**src/rtl/time_mode_sequencer.sv**
```systemverilog
// rtl/time_mode_sequencer.sv - selects one of NCH time-field channels with button advance and inactivity return
//
// Ports:
//   clk      in   system clock, all state updates on rising edge
//   rst      in   synchronous active-high reset
//   ch_data  in   NCH*W packed channels, channel k at [k*W +: W]
//   adv      in   debounced mode-button level, each rising edge advances sel
//   lock     in   freezes sel and inactivity timer while high
//   sel      out  currently selected channel index
//   out      out  registered copy of the selected channel
//   chg      out  one-cycle pulse after any edge on which sel changed
//   blink    out  display blink enable (only with TIME_MODE_BLINK_EN, else 0)
//
// Optional feature macro: TIME_MODE_BLINK_EN
module time_mode_sequencer #(
    parameter int NCH        = 3,
    parameter int W          = 3,
    parameter int SELW       = 2,
    parameter int TIMEOUT    = 16,
    parameter int BLINK_HALF = 4
) (
    input  logic             clk,
    input  logic             rst,
    input  logic [NCH*W-1:0] ch_data,
    input  logic             adv,
    input  logic             lock,
    output logic [SELW-1:0]  sel,
    output logic [W-1:0]     out,
    output logic             chg,
    output logic             blink
);

    localparam int TW = (TIMEOUT > 2) ? $clog2(TIMEOUT) : 1;
    localparam logic [SELW-1:0] SEL_LAST  = SELW'(NCH - 1);
    localparam logic [TW-1:0]   TIMER_END = TW'(TIMEOUT - 1);

    logic            adv_q;
    logic            adv_rise;
    logic [SELW-1:0] sel_nxt;
    logic [TW-1:0]   timer;
    logic [TW-1:0]   timer_nxt;
    logic [W-1:0]    sel_data;

    assign adv_rise = adv & ~adv_q;

    always_comb begin
        sel_nxt   = sel;
        timer_nxt = timer;
        if (sel > SEL_LAST) begin
            // Unreachable encodings recover to the normal display.
            sel_nxt   = '0;
            timer_nxt = '0;
        end else if (lock) begin
            sel_nxt   = sel;
            timer_nxt = timer;
        end else if (adv_rise) begin
            sel_nxt   = (sel == SEL_LAST) ? '0 : sel + 1'b1;
            timer_nxt = '0;
        end else if (sel == '0) begin
            timer_nxt = '0;
        end else if (timer == TIMER_END) begin
            sel_nxt   = '0;
            timer_nxt = '0;
        end else begin
            timer_nxt = timer + 1'b1;
        end
    end

    // Mux on the registered sel, so out lags a sel change by one edge.
    always_comb begin
        sel_data = '0;
        for (int k = 0; k < NCH; k++) begin
            if (sel == SELW'(k)) begin
                sel_data = ch_data[k*W +: W];
            end
        end
    end

    always_ff @(posedge clk) begin
        if (rst) begin
            adv_q <= 1'b0;
            sel   <= '0;
            timer <= '0;
            chg   <= 1'b0;
            out   <= '0;
        end else begin
            // adv_q tracks adv even while locked so a press made during
            // lock is not replayed when lock drops.
            adv_q <= adv;
            sel   <= sel_nxt;
            timer <= timer_nxt;
            chg   <= (sel_nxt != sel);
            out   <= sel_data;
        end
    end

`ifdef TIME_MODE_BLINK_EN
    localparam int BW = (BLINK_HALF > 2) ? $clog2(BLINK_HALF) : 1;
    localparam logic [BW-1:0] BLINK_END = BW'(BLINK_HALF - 1);

    logic [BW-1:0] blink_cnt;

    always_ff @(posedge clk) begin
        if (rst) begin
            blink_cnt <= '0;
            blink     <= 1'b0;
        end else if (sel_nxt != sel) begin
            // Every selection change restarts the phase with blink on.
            blink_cnt <= '0;
            blink     <= (sel_nxt != '0);
        end else if (sel == '0 || lock) begin
            blink_cnt <= '0;
            blink     <= 1'b0;
        end else if (blink_cnt == BLINK_END) begin
            blink_cnt <= '0;
            blink     <= ~blink;
        end else begin
            blink_cnt <= blink_cnt + 1'b1;
        end
    end
`else
    assign blink = 1'b0;
`endif

endmodule

```
**config.mk**
```make
export PLATFORM = sky130hd
export DESIGN_NAME = time_mode_sequencer
export DESIGN_NICKNAME = d
export VERILOG_FILES = /design/src/rtl/time_mode_sequencer.sv
export SDC_FILE = /design/constraint.sdc
export NUM_CORES = 1
export LEC_CHECK = 0
export CORE_ASPECT_RATIO = 1.4
export CORE_MARGIN = 5
export CORE_UTILIZATION = 30
export DETAILED_ROUTE_END_ITERATION = 7
export PLACE_DENSITY_LB_ADDON = 0.15
export SLEW_MARGIN = 20
export SYNTH_ARGS = -nofsm -noshare
export SYNTH_HDL_FRONTEND = slang
export SYNTH_SLANG_ARGS = --single-unit
export TNS_END_PERCENT = 30
```
**constraint.sdc**
```tcl
create_clock -name clk -period 3.45 [get_ports clk]
set_clock_uncertainty 0.2 [all_clocks]
set_input_delay 0.69 -clock clk [delete_from_list [all_inputs] [get_ports clk]]
set_output_delay 0.69 -clock clk [all_outputs]
set_load 0.01 [all_outputs]
```
# Word-level counts from Yosys, hierarchy flattened
# Cells that the tools add are included.
totals:
  word_cells: 28
  output_inout_bits: 7
  memories: 0
  ramBits: 0
  latchBits: 0
  mem_bits_ro: 0
  regBits: 11
  input_bits: 13
classes:
  div: 0
  n_bitwise: 2
  multipliers: 0
  n_lt_le_gt_ge: 1
  eq_ne: 4
  shifts: 0
  addsub: 2
  reduce_logical: 2
  mux: 12
op_table:
  columns: ["op", "count"]
  rows:
  - ["2-bit two-way mux", 6]
  - ["4-bit two-way mux", 3]
  - ["3-bit two-way mux", 3]
  - ["4-bit by 1-bit adder with 4-bit output, second input constant", 1]
  - ["4-bit equality test, second input constant", 1]
  - ["2-bit by 1-bit adder with 2-bit output, second input constant", 1]
  - ["2-bit by 1-bit equality test with 1-bit output, second input constant", 1]
  - ["2-bit equality test, second input constant", 1]
  - ["2-bit > comparator, second input constant", 1]
  - ["2-bit logical NOT", 1]
  - ["2-bit inequality test", 1]
  - ["2-bit OR reduction", 1]
  - ["1-bit bitwise AND", 1]
  - ["1-bit inverter", 1]

# Longest topological paths before layout
logic_depth:
  depth_word: 7
  mapped_depth: 5
  depth_no_buf: 5

# Worst setup path after synthesis
# Ideal clock, no wire load.
synth_path:
  path_type: "input to register"
  start: "input port lock"
  end: "register timer[0]"
  path_buffers: 1
  path_stages: 3
  path_slack_ps: 1731
  arrival_ps: 1449
  path_cell_list: "buf_2 -> or4_1 -> a21oi_1"
synth_rtl:
  columns: ["element", "line_no", "text"]
  rows:
  - ["start, declared", "26", "input logic lock,"]
  - ["end signal, assigned", "91", "timer <= timer_nxt;"]
  - ["end, declared", "40", "logic [TW-1:0] timer;"]

# Final worst setup path
layout_path:
  start: "register sel[0]"
  end: "output port sel[0]"
layout_rtl:
  columns: ["element", "line_no", "text"]
  rows:
  - ["start, declared", "27", "output logic [SELW-1:0] sel,"]
  - ["start signal, assigned", "90", "sel <= sel_nxt;"]
# No word-level cell between the ends.

==> flow_metrics.py <==
metrics = {
    "timing": {
        "report.final.hold_viol_count": 0,
        "tns_ns": 0,
        "fin_crit_ns": 2.426,
        "drv_slew": 0,
        "fin_crit_sh": 0.7032,
        "fmax_mhz": 412.2,
        "rsz0062_at_grt": "false",
        "setup-violations-final": 0,
        "holdWs_ns": 0.2932,
    },
    "critical_path": {
        "worstSetupStartpointType": "register",
        "worstPathRequired_ns": 2.56,
        "worstSetupPathType": "register to output pin",
        "crit_chain": "clkdlybuf4s50_1",
        "crit_path_max_incr_delay_ns": 0.63,
        "crit_slowest_cell": "dfxtp_1",
        "crit_path_max_fanout": 12,
        "cp.depth": 1,
        "cp_num_buf_inv": 1,
        "critical-path-top-delay-family": "flip-flops",
        "reg2reg_to": "timer[3]",
        "r2r_setup_slack_ns": 1.81,
        "r2r_cells": 3,
        "crit-reg2reg-launch": "sel[0]",
        "crit_path_end_kind": "output pin",
        "cp.arrival_ns": 1.54,
    },
    "floorplan": {
        "initial_core_util": 0.3200,
        "die_w_um": 46.82,
        "num_rows": 18,
        "dieArea_um2": 2881,
        "ios": 20,
        "die_y_um": 61.54,
        "core_area_um2": 1779,
    },
    "layout": {
        "diodes": 0,
        "seqCellArea_um2": 220.2,
        "drive_gt1_frac": 0.08333,
        "post-route-util": 0.4325,
        "syn_to_final_growth_pct": 35.16,
        "nets": 99,
        "multi_input_area_um2": 312.8,
        "fillers": 192,
    },
    "power_and_ir_drop": {
        "peakVddDrop_uv": 168.6,
        "p_leak_uw": 0.0002828,
        "power.density_nw_per_um2": 359.5,
    },
    "place": {
        "io_buffers": 18,
        "gp_congestion": 0.8026,
        "hpwl_um": 950.1,
    },
    "grt": {
        "grt_busiest_layer": "met2",
        "track_usage": 0.1029,
        "use_met2": 0.1845,
        "grt_pass1_vias": 519,
        "globalRouteMet1Util": 0.08963,
        "grt_overflow_total": 0,
        "grt_pass1_wl_um": 2056,
        "met3_usage": 0.02339,
        "grt_max_degree": 13,
        "antenna_found_initial": 0,
    },
    "hold_path": {
        "min_to": "timer[1]",
        "hold_depth": 2,
        "min_path_type": "register to register",
        "min_from": "timer[1]",
    },
    "route": {
        "dr.pass1.iters": 4,
        "drtAntennaViolNets": 0,
        "viasPerCell": 5.173,
        "drtIter0Drc": 4,
        "drt_wl_total_um": 1214,
        "drcViolationCount": 0,
        "wl_per_cell_um": 11.67,
        "num_vias": 538,
    },
    "clocking": {
        "hold_buffers": 0,
        "post_cts_resized": 0,
        "cts_setup_buffers": 0,
        "clkSlewWorstSetupHoldPaths_ns": 0.09,
        "cts_buffers": 3,
        "cts_sinks": 11,
        "clockRootBuffer": "clkbuf_4",
        "cts_tree": "yes",
        "cts_buffer_depth": 2,
        "htreeDepth": 1,
        "worstSkewPairLatency_ns": 0.28,
    },
    "logic_synthesis": {
        "avgSynthCellArea_um2": 8.497,
        "syn_nets": 81,
        "synth-seq-cells": 11,
        "mappedNetlistArea_um2": 569.3,
        "synthCells": 67,
        "ys_seq_area_frac": 0.3868,
        "ys_types": 30,
        "yosys_warnings": 0,
    },
    "flow_run": {
        "cap_violations": 0,
    },
    "status": {
        "status": "completed",
    },
}
## how the worst max path moves through the flow
stage | end | from | slack [ns]
5_1_grt | sel[0] | sel[0] | 0.93
2_1_floorplan | timer[0] | lock | 1.73
6_report | sel[0] | sel[0] | 1.02
3_5_place_dp | timer[3] | lock | 1.16
3_3_place_gp | timer[3] | lock | 1.18
4_1_cts | sel[0] | sel[0] | 1.0
## cell families after synthesis
kind of cell             after synthesis  synth area share
AO/OA/AOI/OAI                         17            0.2066
adder cells (fa/ha/maj)                1           0.02197
buffers and inverters                  6           0.06373
flip-flops                            11            0.3868
multiplexers                           3           0.05275
other                                  1          0.006587
AND/OR/NAND/NOR                       28            0.2616
## report_power, final
part | leakage, uW | internal (uW) | total [uW] | switching [uW]
registers | 0.0000900 | 132 | 138 | 5.42
logic | 0.000175 | 28.9 | 46.9 | 18.0
clock network | 0.0000177 | 43.0 | 92.2 | 49.2
total | 0.000283 | 204 | 277 | 72.6
## cell type report
cell class,instances,share of cell area
inverters,1,0.004878
clock buffers,3,0.02927
well taps,20,0.03252
clock inverters,1,0.006504
repair buffers,18,0.2341
multi-input cells,50,0.4065
flip-flops and latches,11,0.2862
## Yosys cell counts
library cell  count  area, um^2
buf_4             1       7.510
or3_1             1       6.260
dfxtp_1          11       220.2
ha_1              1       12.51
o32ai_1           1       8.760
a2bb2oi_1         1       8.760
o21bai_1          2       15.01
clkbuf_1          1       3.750
nand2_1           5       18.77
nor3b_1           1       7.510
mux2i_1           3       30.03
inv_1             1       3.750
a21oi_1           8       40.04
o21ai_0           1       5.000
a32o_1            1       10.01
and3_1            1       6.260
conb_1            1       3.750
or3b_2            1       8.760
nor2_1            9       33.78
nand2b_1          1       6.260
nor2b_1           2       12.51
and2b_1           1       7.510
a21o_1            1       7.510
a31oi_1           1       6.260
or4_1             3       22.52
buf_6             1       11.26
nand2b_2          1       8.760
o21ai_4           1       16.27
nand3_1           2       10.01
buf_2             2       10.01
## registers in the layout (all words and copies together), names as in the netlist
| signal | cells |
|---|---|
| chg | 1 |
| timer | 4 |
| adv_q | 1 |
| out | 3 |
| sel | 2 |
## metrics by stage
stage / total power (uW) / cells / setup WS, ns / area [um^2]
floorplan: 164.2 / 67 / 1.731 / 569.3
global placement: 188.0 / 100 / 1.181 / 742.0
detailed placement: 188.1 / 100 / 1.158 / 742.0
CTS: 278.6 / 104 / 0.9994 / 769.5
global route: 291.6 / 104 / 0.9274 / 769.5
finish: 276.7 / 104 / 1.024 / 769.5
## routing by layer
metal | wire (um) | share of wire | vias to the layer above
li1 | - | - | 271
met1 | 457 | 0.38 | 248
met2 | 638 | 0.53 | 15
met3 | 75 | 0.062 | 4
met4 | 42 | 0.035 | 0
met5 | 0 | 0 | -
## placed cells by master, fill, tap and decap left out, drive strengths merged
cell	instances
nor2	9
a2bb2oi	1
clkbuf	3
mux2i	3
or4	3
nor2b	2
and3	1
o32ai	1
a32o	1
or3	1
inv	1
o21ai	2
nand3	2
dfxtp	11
nor3b	1
nand2	5
o21bai	2
a21o	1
or3b	1
a21oi	8
nand2b	2
a31oi	1
ha	1
and2b	1
clkdlybuf4s50	18
clkinv	1
conb	1
Note: power is estimated with default switching activity, not from simulation.
